[src/rtl/seq_alu_mdu_pkg.sv]
// Shared op codes, FSM states and op classification for the execute-stage ALU/MDU.
// Build option: MDU_DIV_EN includes DIV/DIVU in the multi-cycle op class.
package seq_alu_mdu_pkg;

  localparam int unsigned OP_W = 4;

  localparam logic [OP_W-1:0] ALU_ADD   = 4'd0;
  localparam logic [OP_W-1:0] ALU_ADDU  = 4'd1;
  localparam logic [OP_W-1:0] ALU_SUB   = 4'd2;
  localparam logic [OP_W-1:0] ALU_SUBU  = 4'd3;
  localparam logic [OP_W-1:0] ALU_AND   = 4'd4;
  localparam logic [OP_W-1:0] ALU_OR    = 4'd5;
  localparam logic [OP_W-1:0] ALU_SLT   = 4'd6;
  localparam logic [OP_W-1:0] ALU_SLTU  = 4'd7;
  localparam logic [OP_W-1:0] ALU_LUI   = 4'd8;
  localparam logic [OP_W-1:0] ALU_MULT  = 4'd9;
  localparam logic [OP_W-1:0] ALU_MULTU = 4'd10;
  localparam logic [OP_W-1:0] ALU_DIV   = 4'd11;
  localparam logic [OP_W-1:0] ALU_DIVU  = 4'd12;

  typedef enum logic [1:0] {
    ST_IDLE = 2'd0,
    ST_EXEC = 2'd1,
    ST_ITER = 2'd2,
    ST_FIN  = 2'd3
  } state_e;

  // Ops that go through the iterative unit instead of the single-cycle path
  function automatic logic alu_is_mdu(input logic [OP_W-1:0] op);
`ifdef MDU_DIV_EN
    return (op == ALU_MULT) || (op == ALU_MULTU) || (op == ALU_DIV) || (op == ALU_DIVU);
`else
    return (op == ALU_MULT) || (op == ALU_MULTU);
`endif
  endfunction

endpackage

[src/rtl/seq_alu_mdu_iter.sv]
// Iterative shift-add multiplier / restoring divider on magnitudes, with sign fix-up.
// Build option: MDU_DIV_EN keeps the divide datapath; otherwise only multiply remains.
module mdu_iter #(
  parameter int unsigned WIDTH = 32,
  parameter int unsigned CNT_W = 6
) (
  input  logic             clk,
  input  logic             rst_n,
  input  logic             go,
  input  logic             is_div,
  input  logic             is_signed,
  input  logic [WIDTH-1:0] a,
  input  logic [WIDTH-1:0] b,
  output logic [WIDTH-1:0] hi,
  output logic [WIDTH-1:0] lo,
  output logic             fin
);
  localparam int unsigned     PW   = 2 * WIDTH;
  localparam logic [CNT_W-1:0] LAST = CNT_W'(WIDTH - 1);

  logic             run_q;
  logic [CNT_W-1:0] cnt_q;
  logic [WIDTH-1:0] acc_q, mq_q, opnd_q;
  logic             neg_q_q;
  logic [WIDTH-1:0] a_mag, b_mag, acc_d, mq_d;
  logic [WIDTH:0]   sum;
`ifdef MDU_DIV_EN
  logic             div_q, div0_q, neg_r_q;
  logic [WIDTH-1:0] a_raw_q;
  logic [WIDTH:0]   trial;
`else
  logic             unused_is_div;
  assign unused_is_div = is_div;
`endif

  assign a_mag = (is_signed && a[WIDTH-1]) ? (~a) + WIDTH'(1) : a;
  assign b_mag = (is_signed && b[WIDTH-1]) ? (~b) + WIDTH'(1) : b;
  assign fin   = run_q && (cnt_q == LAST);

  // One iteration: acc/mq form {hi,lo} of the product, or {remainder,quotient}
  always_comb begin
    sum   = {1'b0, acc_q} + (mq_q[0] ? {1'b0, opnd_q} : {(WIDTH+1){1'b0}});
    acc_d = sum[WIDTH:1];
    mq_d  = {sum[0], mq_q[WIDTH-1:1]};
`ifdef MDU_DIV_EN
    trial = {acc_q, mq_q[WIDTH-1]} - {1'b0, opnd_q};
    if (div_q) begin
      if (!trial[WIDTH]) begin
        acc_d = trial[WIDTH-1:0];
        mq_d  = {mq_q[WIDTH-2:0], 1'b1};
      end else begin
        acc_d = {acc_q[WIDTH-2:0], mq_q[WIDTH-1]};
        mq_d  = {mq_q[WIDTH-2:0], 1'b0};
      end
    end
`endif
  end

  // Final step is presented combinationally so the top can latch it on the last ITER edge
  always_comb begin
    hi = acc_d;
    lo = mq_d;
`ifdef MDU_DIV_EN
    if (div_q) begin
      if (div0_q) begin
        hi = a_raw_q;
        lo = '1;
      end else begin
        if (neg_q_q) lo = (~mq_d) + WIDTH'(1);
        if (neg_r_q) hi = (~acc_d) + WIDTH'(1);
      end
    end else if (neg_q_q) begin
      {hi, lo} = (~{acc_d, mq_d}) + PW'(1);
    end
`else
    if (neg_q_q) {hi, lo} = (~{acc_d, mq_d}) + PW'(1);
`endif
  end

  always_ff @(posedge clk or negedge rst_n) begin
    if (!rst_n) begin
      run_q   <= 1'b0;
      cnt_q   <= '0;
      acc_q   <= '0;
      mq_q    <= '0;
      opnd_q  <= '0;
      neg_q_q <= 1'b0;
`ifdef MDU_DIV_EN
      div_q   <= 1'b0;
      div0_q  <= 1'b0;
      neg_r_q <= 1'b0;
      a_raw_q <= '0;
`endif
    end else if (go) begin
      run_q   <= 1'b1;
      cnt_q   <= '0;
      acc_q   <= '0;
      mq_q    <= a_mag;
      opnd_q  <= b_mag;
      neg_q_q <= is_signed && (a[WIDTH-1] ^ b[WIDTH-1]);
`ifdef MDU_DIV_EN
      div_q   <= is_div;
      div0_q  <= is_div && (b == '0);
      neg_r_q <= is_signed && a[WIDTH-1];
      a_raw_q <= a;
`endif
    end else if (run_q) begin
      if (fin) begin
        run_q <= 1'b0;
      end else begin
        acc_q <= acc_d;
        mq_q  <= mq_d;
        cnt_q <= cnt_q + CNT_W'(1);
      end
    end
  end

endmodule

[src/rtl/seq_alu_mdu.sv]
// Execute-stage ALU with registered results and a start/busy/done handshake to the MDU.
// Build option: MDU_DIV_EN enables DIV/DIVU; without it they finish in one cycle flagging div0_o.
module seq_alu_mdu
  import seq_alu_mdu_pkg::*;
#(
  parameter int unsigned WIDTH = 32,
  parameter int unsigned CNT_W = 6
) (
  input  logic             clk,
  input  logic             rst_n,
  input  logic             start_i,
  input  logic             flush_i,
  input  logic [OP_W-1:0]  op_i,
  input  logic [WIDTH-1:0] a_i,
  input  logic [WIDTH-1:0] b_i,
  output logic             busy_o,
  output logic             done_o,
  output logic [WIDTH-1:0] result_o,
  output logic             zero_o,
  output logic             ovf_o,
  output logic             div0_o,
  output logic [WIDTH-1:0] hi_o,
  output logic [WIDTH-1:0] lo_o
);
  localparam int unsigned HALF_W = WIDTH / 2;

  state_e           state_q, state_d;
  logic             busy_d, done_d, zero_d, ovf_d, div0_d;
  logic [WIDTH-1:0] result_d, hi_d, lo_d;
  logic [WIDTH-1:0] sum_c, diff_c, sc_res_c;
  logic             sc_ovf_c, is_div_c, is_signed_c, unsup_c, mdu_go_c;
  logic             div0_pend_q;
  logic [WIDTH-1:0] mdu_hi, mdu_lo;
  logic             mdu_fin;

  assign sum_c       = a_i + b_i;
  assign diff_c      = a_i - b_i;
  assign is_div_c    = (op_i == ALU_DIV) || (op_i == ALU_DIVU);
  assign is_signed_c = (op_i == ALU_MULT) || (op_i == ALU_DIV);
`ifdef MDU_DIV_EN
  assign unsup_c     = 1'b0;
`else
  assign unsup_c     = is_div_c;
`endif

  // Single-cycle result and overflow
  always_comb begin
    sc_res_c = '0;
    sc_ovf_c = 1'b0;
    case (op_i)
      ALU_ADD: begin
        sc_res_c = sum_c;
        sc_ovf_c = (a_i[WIDTH-1] == b_i[WIDTH-1]) && (sum_c[WIDTH-1] != a_i[WIDTH-1]);
      end
      ALU_ADDU: sc_res_c = sum_c;
      ALU_SUB: begin
        sc_res_c = diff_c;
        sc_ovf_c = (a_i[WIDTH-1] != b_i[WIDTH-1]) && (diff_c[WIDTH-1] != a_i[WIDTH-1]);
      end
      ALU_SUBU: sc_res_c = diff_c;
      ALU_AND:  sc_res_c = a_i & b_i;
      ALU_OR:   sc_res_c = a_i | b_i;
      ALU_SLT:  sc_res_c = WIDTH'($signed(a_i) < $signed(b_i));
      ALU_SLTU: sc_res_c = WIDTH'(a_i < b_i);
      ALU_LUI:  sc_res_c = {b_i[HALF_W-1:0], {HALF_W{1'b0}}};
      default:  sc_res_c = '0;
    endcase
  end

  // Next-state and registered-output logic
  always_comb begin
    state_d  = state_q;
    busy_d   = busy_o;
    done_d   = 1'b0;
    result_d = result_o;
    zero_d   = zero_o;
    ovf_d    = ovf_o;
    div0_d   = div0_o;
    hi_d     = hi_o;
    lo_d     = lo_o;
    mdu_go_c = 1'b0;
    case (state_q)
      ST_IDLE: begin
        if (start_i && !flush_i) begin
          if (alu_is_mdu(op_i)) begin
            mdu_go_c = 1'b1;
            busy_d   = 1'b1;
            state_d  = ST_ITER;
          end else begin
            state_d = ST_EXEC;
            done_d  = 1'b1;
            if (unsup_c) begin
              div0_d = 1'b1;
            end else begin
              result_d = sc_res_c;
              zero_d   = (sc_res_c == '0);
              ovf_d    = sc_ovf_c;
            end
          end
        end
      end
      ST_EXEC: state_d = ST_IDLE;
      ST_ITER: begin
        if (flush_i) begin
          state_d = ST_IDLE;
          busy_d  = 1'b0;
        end else if (mdu_fin) begin
          state_d = ST_FIN;
          busy_d  = 1'b0;
          done_d  = 1'b1;
          hi_d    = mdu_hi;
          lo_d    = mdu_lo;
          div0_d  = div0_pend_q;
        end
      end
      ST_FIN:  state_d = ST_IDLE;
      default: state_d = ST_IDLE;
    endcase
  end

  always_ff @(posedge clk or negedge rst_n) begin
    if (!rst_n) begin
      state_q     <= ST_IDLE;
      busy_o      <= 1'b0;
      done_o      <= 1'b0;
      result_o    <= '0;
      zero_o      <= 1'b0;
      ovf_o       <= 1'b0;
      div0_o      <= 1'b0;
      hi_o        <= '0;
      lo_o        <= '0;
      div0_pend_q <= 1'b0;
    end else begin
      state_q  <= state_d;
      busy_o   <= busy_d;
      done_o   <= done_d;
      result_o <= result_d;
      zero_o   <= zero_d;
      ovf_o    <= ovf_d;
      div0_o   <= div0_d;
      hi_o     <= hi_d;
      lo_o     <= lo_d;
      if (mdu_go_c) div0_pend_q <= is_div_c && (b_i == '0);
    end
  end

  mdu_iter #(
    .WIDTH (WIDTH),
    .CNT_W (CNT_W)
  ) u_mdu_iter (
    .clk       (clk),
    .rst_n     (rst_n),
    .go        (mdu_go_c),
    .is_div    (is_div_c),
    .is_signed (is_signed_c),
    .a         (a_i),
    .b         (b_i),
    .hi        (mdu_hi),
    .lo        (mdu_lo),
    .fin       (mdu_fin)
  );

endmodule

[config.mk]
export PLATFORM = sky130hd
export DESIGN_NAME = seq_alu_mdu
export DESIGN_NICKNAME = d
export VERILOG_FILES = /design/src/rtl/seq_alu_mdu_pkg.sv /design/src/rtl/seq_alu_mdu_iter.sv /design/src/rtl/seq_alu_mdu.sv
export SDC_FILE = /design/constraint.sdc
export NUM_CORES = 1
export LEC_CHECK = 0
export CAP_MARGIN = 20
export CORE_MARGIN = 5
export CORE_UTILIZATION = 59
export DETAILED_ROUTE_END_ITERATION = 7
export HOLD_SLACK_MARGIN = 0.03
export PLACE_DENSITY = 0.82
export SYNTH_ARGS = -nofsm -noshare
export SYNTH_HDL_FRONTEND = slang
export SYNTH_SLANG_ARGS = --single-unit
[constraint.sdc]
create_clock -name clk -period 4.4 [get_ports clk]
set_input_delay 0.88 -clock clk [delete_from_list [all_inputs] [get_ports clk]]
set_output_delay 0.88 -clock clk [all_outputs]
set_load 0.02 [all_outputs]
==> results of run 1 <==
[stage by stage]
| step | instance area [um^2] | worst slack (ns) | hold slack (ns) |
|---|---|---|---|
| after floorplan | 18030 | 0.3530 | 0.4376 |
| after global placement | 22580 | -0.6020 | 0.4557 |
| after detailed placement | 22580 | -0.6358 | 0.4645 |
| after CTS | 23420 | 0.001438 | 0.3765 |
| after global routing | 23700 | -0.08309 | 0.4093 |
| final | 23700 | 0.07898 | 0.3371 |
[kinds of logic (layout without fill, tap and decap cells)]
logic type / after synthesis / count (layout) / synth area share (%)
compound gates: 698 / 698 / 24.33
xor+xnor: 172 / 172 / 8.356
fa+ha+maj: 151 / 151 / 10.61
buf+inv: 248 / 702 / 5.233
flops: 208 / 208 / 28.87
mux: 16 / 16 / 0.9162
simple gates: 856 / 856 / 21.69
[power by group through the flow]
stage                     combinational (mW)  clock, mW  sequential (mW)
final                                   5.46       2.06             2.89
after floorplan                         3.23          0             2.86
after global routing                    5.86       2.14             2.94
after detailed placement                4.99          0             2.88
after CTS                               5.15       2.06             2.86
after global placement                  4.79          0             2.83
[layout make-up]
type / count / area (um^2) / area share [%]
clock buffers: 32 / 701.9 / 2.962
clock inverters: 11 / 115.1 / 0.4858
inverters: 114 / 427.9 / 1.806
multi-input cells: 1893 / 12180 / 51.42
flip-flops and latches: 208 / 5206 / 21.97
well taps: 396 / 495.5 / 2.091
repair buffers: 545 / 4566 / 19.27
[flip-flops by register name, indices dropped and copies added, names as in the netlist]
| register | flops |
|---|---|
| hi_o | 32 |
| busy_o | 1 |
| zero_o | 1 |
| u_mdu_iter.acc_q | 32 |
| done_o | 1 |
| lo_o | 32 |
| ovf_o | 1 |
| u_mdu_iter.cnt_q | 6 |
| div0_o | 1 |
| u_mdu_iter.mq_q | 32 |
| result_o | 32 |
| div0_pend_q | 1 |
| state_q | 2 |
| u_mdu_iter.neg_q_q | 1 |
| u_mdu_iter.run_q | 1 |
| u_mdu_iter.opnd_q | 32 |
[critical path: stages (launching register included)]
cell      delay (ns)
dfrtp_2         0.48
buf_2           0.20
and2_1          0.16
ha_1            0.36
or2_2           0.33
a31oi_1         0.34
o31a_1          0.30
o21bai_1        0.14
a21oi_1         0.25
xnor2_2         0.16
or4_4           0.55
or3_1           0.36
o31ai_2         0.25
xor2_1          0.19
a21oi_1         0.09
[how the worst max path moves through the flow]
stage / startpoint / endpoint / slack, ns / cells past startpoint
finish: u_mdu_iter.mq_q[0] / hi_o[24] / 0.08 / 14
global route: b_i[7] / zero_o / -0.08 / 17
CTS: b_i[0] / zero_o / 0.001 / 17
detailed placement: b_i[4] / zero_o / -0.64 / 17
global placement: b_i[14] / zero_o / -0.60 / 18
floorplan: a_i[0] / zero_o / 0.35 / 15
[layout by cell type (no fill, tap or decap), types with 7 or more instances in the layout]
master           netlist  layout
o21ai_1                6       7
xnor2_1              105     102
and2_1                46      46
nand3_1               46      45
dfrtp_1              208     207
a21o_1                32      32
o41ai_1               15      14
o211ai_1              14      14
xor2_1                67      66
o31ai_1               44      43
mux2i_1               12      12
clkbuf_16              0      25
clkdlybuf4s50_1        0     166
nand4_1               29      29
ha_1                 148     142
o21bai_1               7       7
o21a_1                13      13
nor2b_1               21      20
nand2_1              331     330
a211oi_1              18      14
or2_2                  8       7
or3_1                 17      16
a22oi_1               16      16
nand2b_1              11      11
a211o_1                7       7
nor3_1                46      41
inv_1                114     113
buf_4                  0     369
o31a_1                 8       8
a21oi_1              216     214
o21ai_0              160     156
o221ai_1              11      11
or4_1                 17      16
a31oi_1               59      58
and3_1                13      12
nor4_1                22      18
nor2_1               227     224
[what timing repair did]
action                     CTS  global route
buffers inserted             0             2
resized for setup            5            59
setup endpoints to repair    6            12
pin swaps                    1            11
[routing by layer]
metal	part of all wire [%]	vias to the layer above	track usage, %
met5	0	-	0
met4	7.1	0	22.99
met3	11	369	9.427
met2	44	1536	66.89
met1	38	9791	55.24
li1	-	9194	-
==> impl_metrics.py, run 1 <==
metrics = {
    "timing": {
        "rsz0062_at_grt": "true",
        "finalHoldViolations": 0,
        "maxSlewHeadroom_pct": 30.28,
        "fin_tns_setup_ns": 0,
        "skew_ns": 0.02907,
        "period_share_pct": 98.21,
        "worstMarginPinSlew_ns": 1.046,
        "fin_crit_ns": 4.321,
        "final_max_slew_viol_count": 0,
        "setup_viol": 0,
        "clock.fmax_mhz": 231.4,
    },
    "routing": {
        "first_pass_iters": 8,
        "drt_iter0_drc": 2939,
        "routed_wl_um": 74350,
        "vias_per_cell": 6.530,
        "ant_nets": 0,
        "via_count": 20890,
        "wl_per_cell_um": 23.24,
        "drc": 0,
    },
    "yosys": {
        "yosys.area.top_type": "dfrtp_1",
        "netlist_instances": 2349,
        "netlist_area_um2": 18030,
        "yosysTopAreaCellShare_pct": 28.87,
        "synth_seq_cells": 208,
        "ys_warn_count": 0,
        "async_flop_share_pct": 100.0,
        "synth_seq_area_share_pct": 28.87,
        "synth_flop_cell": "dfrtp_1",
        "synth_area_leaders": "dfrtp_1, ha_1, nand2_1, a21oi_1, xnor2_1",
        "synth_edf_count": 0,
        "synth_most_common_cell": "nand2_1",
        "synthTopCellsByCount": "nand2_1, nor2_1, a21oi_1",
        "ys_types": 76,
        "syn_area_per_cell_um2": 7.674,
        "syn-num-nets": 2572,
    },
    "global_routing": {
        "grt_pass1_vias": 20475,
        "grtUsageTotal_pct": 42.67,
        "grt_pass1_wl_um": 115300,
        "grt_max_degree": 104,
        "antenna_found_initial": 0,
        "grt.overflow.total": 0,
    },
    "clock_tree": {
        "htree_levels": 1,
        "cts-root-buf": "clkbuf_16",
        "path_clk_slew_ns": 0.06,
        "clkLatencyLatePin_ns": 0.57,
        "numCtsBuffers": 25,
        "ctsHoldBuffers": 0,
        "cts_tree": "done",
        "clk_path_buf_depth": 3,
        "cts.sinks": 208,
    },
    "floorplanning": {
        "rows": 64,
        "die_w_um": 184.8,
        "ios": 173,
        "initial_core_util_pct": 59.40,
        "core_um2": 30350,
        "die_h_um": 184.8,
        "die_area_um2": 34150,
    },
    "final_layout": {
        "drive_gt1_share_pct": 17.59,
        "syn2layout_area_growth_pct": 31.44,
        "n_antenna_cell": 0,
        "nFillCells": 2030,
        "fin_cells": 3199,
        "fin_nets": 3010,
        "fin_util_pct": 78.08,
    },
    "place": {
        "dp_hpwl_um": 56460,
        "portBuffers": 172,
        "dp_cells": 3154,
        "gp_congestion": 1.123,
    },
    "power": {
        "seqPwrFrac_pct": 27.8,
        "p_sw_mw": 4.652,
        "p_int_mw": 5.754,
        "p_sw_share_pct": 44.70,
        "combPwrFrac_pct": 52.5,
        "powerDensity_nw_per_um2": 439.2,
        "fin_total_pwr_mw": 10.41,
        "clock_power_share_pct": 19.8,
        "leakagePower_nw": 10.98,
        "peakVddDrop_mv": 0.3127,
    },
    "worst_hold_path": {
        "hold_class": "in2async",
    },
    "worst_setup_path": {
        "critical_path_required_ns": 4.81,
        "crit_path_max_fanout": 8,
        "endpoint_kind": "flip-flop",
        "startpoint_type": "flip-flop",
        "r2r-end": "hi_o[24]",
        "ff2ff_path_depth": 14,
        "r2r-start": "u_mdu_iter.mq_q[0]",
        "arrival_ns": 4.73,
        "critPathKind": "reg2reg",
        "r2r_slack_ns": 0.08,
    },
    "flow_run": {
        "drv_cap": 0,
    },
    "run_status": {
        "outcome": "finished clean",
    },
}
(Power assumes the default switching activity.)
==> run 2, diff against run 1 <==
- CORE_UTILIZATION: 59 -> 66
- DONT_BUFFER_PORTS: default -> 1
==> impl_metrics.py, run 2 (synthesis gave the netlist of run 1 again) <==
metrics = {
    "floorplanning": {
        "core_um2": 26950,
        "die_w_um": 175.3,
        "die_h_um": 175.3,
        "initial_core_util_pct": 66.89,
        "rows": 60,
        "ios": 173,
        "die_area_um2": 30720,
    },
    "global_routing": {
        "grtUsageTotal_pct": 43.88,
        "grt_pass1_wl_um": 106800,
        "grt_pass1_vias": 18644,
        "grt_max_degree": 209,
        "antenna_found_initial": 0,
        "grt.overflow.total": 0,
    },
    "routing": {
        "wl_met3_um": 9544,
        "highest_layer": "met4",
        "met2RoutedLength_um": 30740,
        "first_pass_iters": 6,
        "ant_nets": 0,
        "via_count": 19679,
        "vias_per_cell": 7.214,
        "drc": 0,
        "wl_per_cell_um": 25.83,
        "drt_iter0_drc": 3644,
        "met1_length_um": 25200,
        "routed_wl_um": 70470,
    },
    "worst_hold_path": {
        "hold_class": "in2async",
    },
    "run_status": {
        "outcome": "finished, violations left",
        "violations": "setup timing",
    },
    "power": {
        "peakVddDrop_mv": 0.4345,
        "leakagePower_nw": 9.032,
        "fin_total_pwr_mw": 9.583,
        "powerDensity_nw_per_um2": 484.6,
    },
    "clock_tree": {
        "cts.sinks": 208,
        "path_clk_slew_ns": 0.06,
        "numCtsBuffers": 22,
        "cts_tree": "done",
        "htree_levels": 1,
        "clk_path_buf_depth": 3,
        "clkLatencyLatePin_ns": 0.54,
        "cts-root-buf": "clkbuf_16",
    },
    "place": {
        "preCtsSetupSlack_ns": -0.3280,
        "dp_cells": 2681,
        "portBuffers": 0,
        "dp_hpwl_um": 51200,
        "gp_congestion": 1.121,
    },
    "timing": {
        "clock.fmax_mhz": 227.0,
        "skew_ns": 0.01455,
        "fin_crit_ns": 4.405,
        "rsz0062_at_grt": "true",
        "fin_tns_setup_ns": -0.005248,
        "setup_viol": 1,
        "worstMarginPinSlew_ns": 1.024,
        "maxSlewHeadroom_pct": 29.95,
        "finalHoldViolations": 0,
        "final_max_slew_viol_count": 0,
        "period_share_pct": 100.1,
        "finalWorstSetupSlack_ns": -0.005248,
    },
    "flow_run": {
        "drv_cap": 0,
    },
    "final_layout": {
        "fin_cells": 2728,
        "syn2layout_area_growth_pct": 9.682,
        "layout_common_cells": "nand2_1, nor2_1, a21oi_1",
        "fin_util_pct": 73.37,
        "final_common_cell": "nand2_1",
        "drive_gt1_share_pct": 8.683,
        "fin_nets": 2591,
    },
    "worst_setup_path": {
        "critical_path_required_ns": 4.81,
        "startpoint_type": "flip-flop",
        "arrival_ns": 4.81,
        "ff2ff_path_depth": 14,
        "endpoint_kind": "flip-flop",
        "crit_path_max_fanout": 10,
        "critPathKind": "reg2reg",
    },
}
==> run 2: final timing paths <==
kind                                             from               endpoint  slack, ns
worst max-delay path               u_mdu_iter.mq_q[0]               hi_o[31]     -0.005
worst min-delay path                            rst_n               lo_o[27]       0.03
worst max register to register     u_mdu_iter.mq_q[0]               hi_o[31]     -0.005
worst min register to register  u_mdu_iter.opnd_q[27]  u_mdu_iter.opnd_q[27]       0.48
max in group asynchronous                       rst_n    u_mdu_iter.cnt_q[2]       3.59
min in group clk                              flush_i             state_q[1]       0.41
==> run 2: layout make-up <==
class                           instances  area, um^2
Inverter                              114       427.9
Sequential cell                       208        5206
Clock buffer                           30       630.6
Fill cell                            1931        7178
Antenna cell                            3       7.507
Multi-Input combinational cell       1893       11990
Timing Repair Buffer                  129        1011
Clock inverter                         10       76.32
Tap cell                              341       426.7
==> run 2: worst max-delay path, stage by stage (launching register included) <==
cell	delay [ns]
dfrtp_2	0.49
nand2_1	0.20
inv_1	0.07
ha_1	0.31
a211o_2	0.44
a2111oi_4	0.43
o31a_1	0.28
o21bai_1	0.14
a21oi_1	0.21
xnor2_1	0.20
or4_4	0.58
nor2_1	0.31
a41o_1	0.26
xnor2_1	0.20
o21ai_1	0.14
==> run 2: stage by stage <==
step	instance area (um^2)	hold WS, ns
3_3_place_gp	18910	0.4544
3_5_place_dp	18910	0.4657
5_1_grt	19770	0.03616
4_1_cts	19620	0.03699
2_1_floorplan	18030	0.4376
6_report	19770	0.03180
==> run 2: layer usage <==
layer  vias up  track usage (%)
met5         -                0
met4         0            21.83
met3       412            11.56
met2      1726            69.37
met1      9173            55.92
li1       8368                -
==> run 2: power by group <==
group	switching [mW]	leakage, nW	internal [mW]	total, mW
registers	0.645	2.72	2.41	3.05
clock network	0.825	0.342	1.01	1.84
logic	2.95	5.97	1.75	4.69
total	4.42	9.03	5.16	9.58
==> run 2: what timing repair did <==
item	CTS	global route
hold endpoints to repair	0	4
setup buffers	0	1
resized for setup	1	14
endpoints found under the setup margin	1	12
hold buffers	0	1
pin swaps	0	2
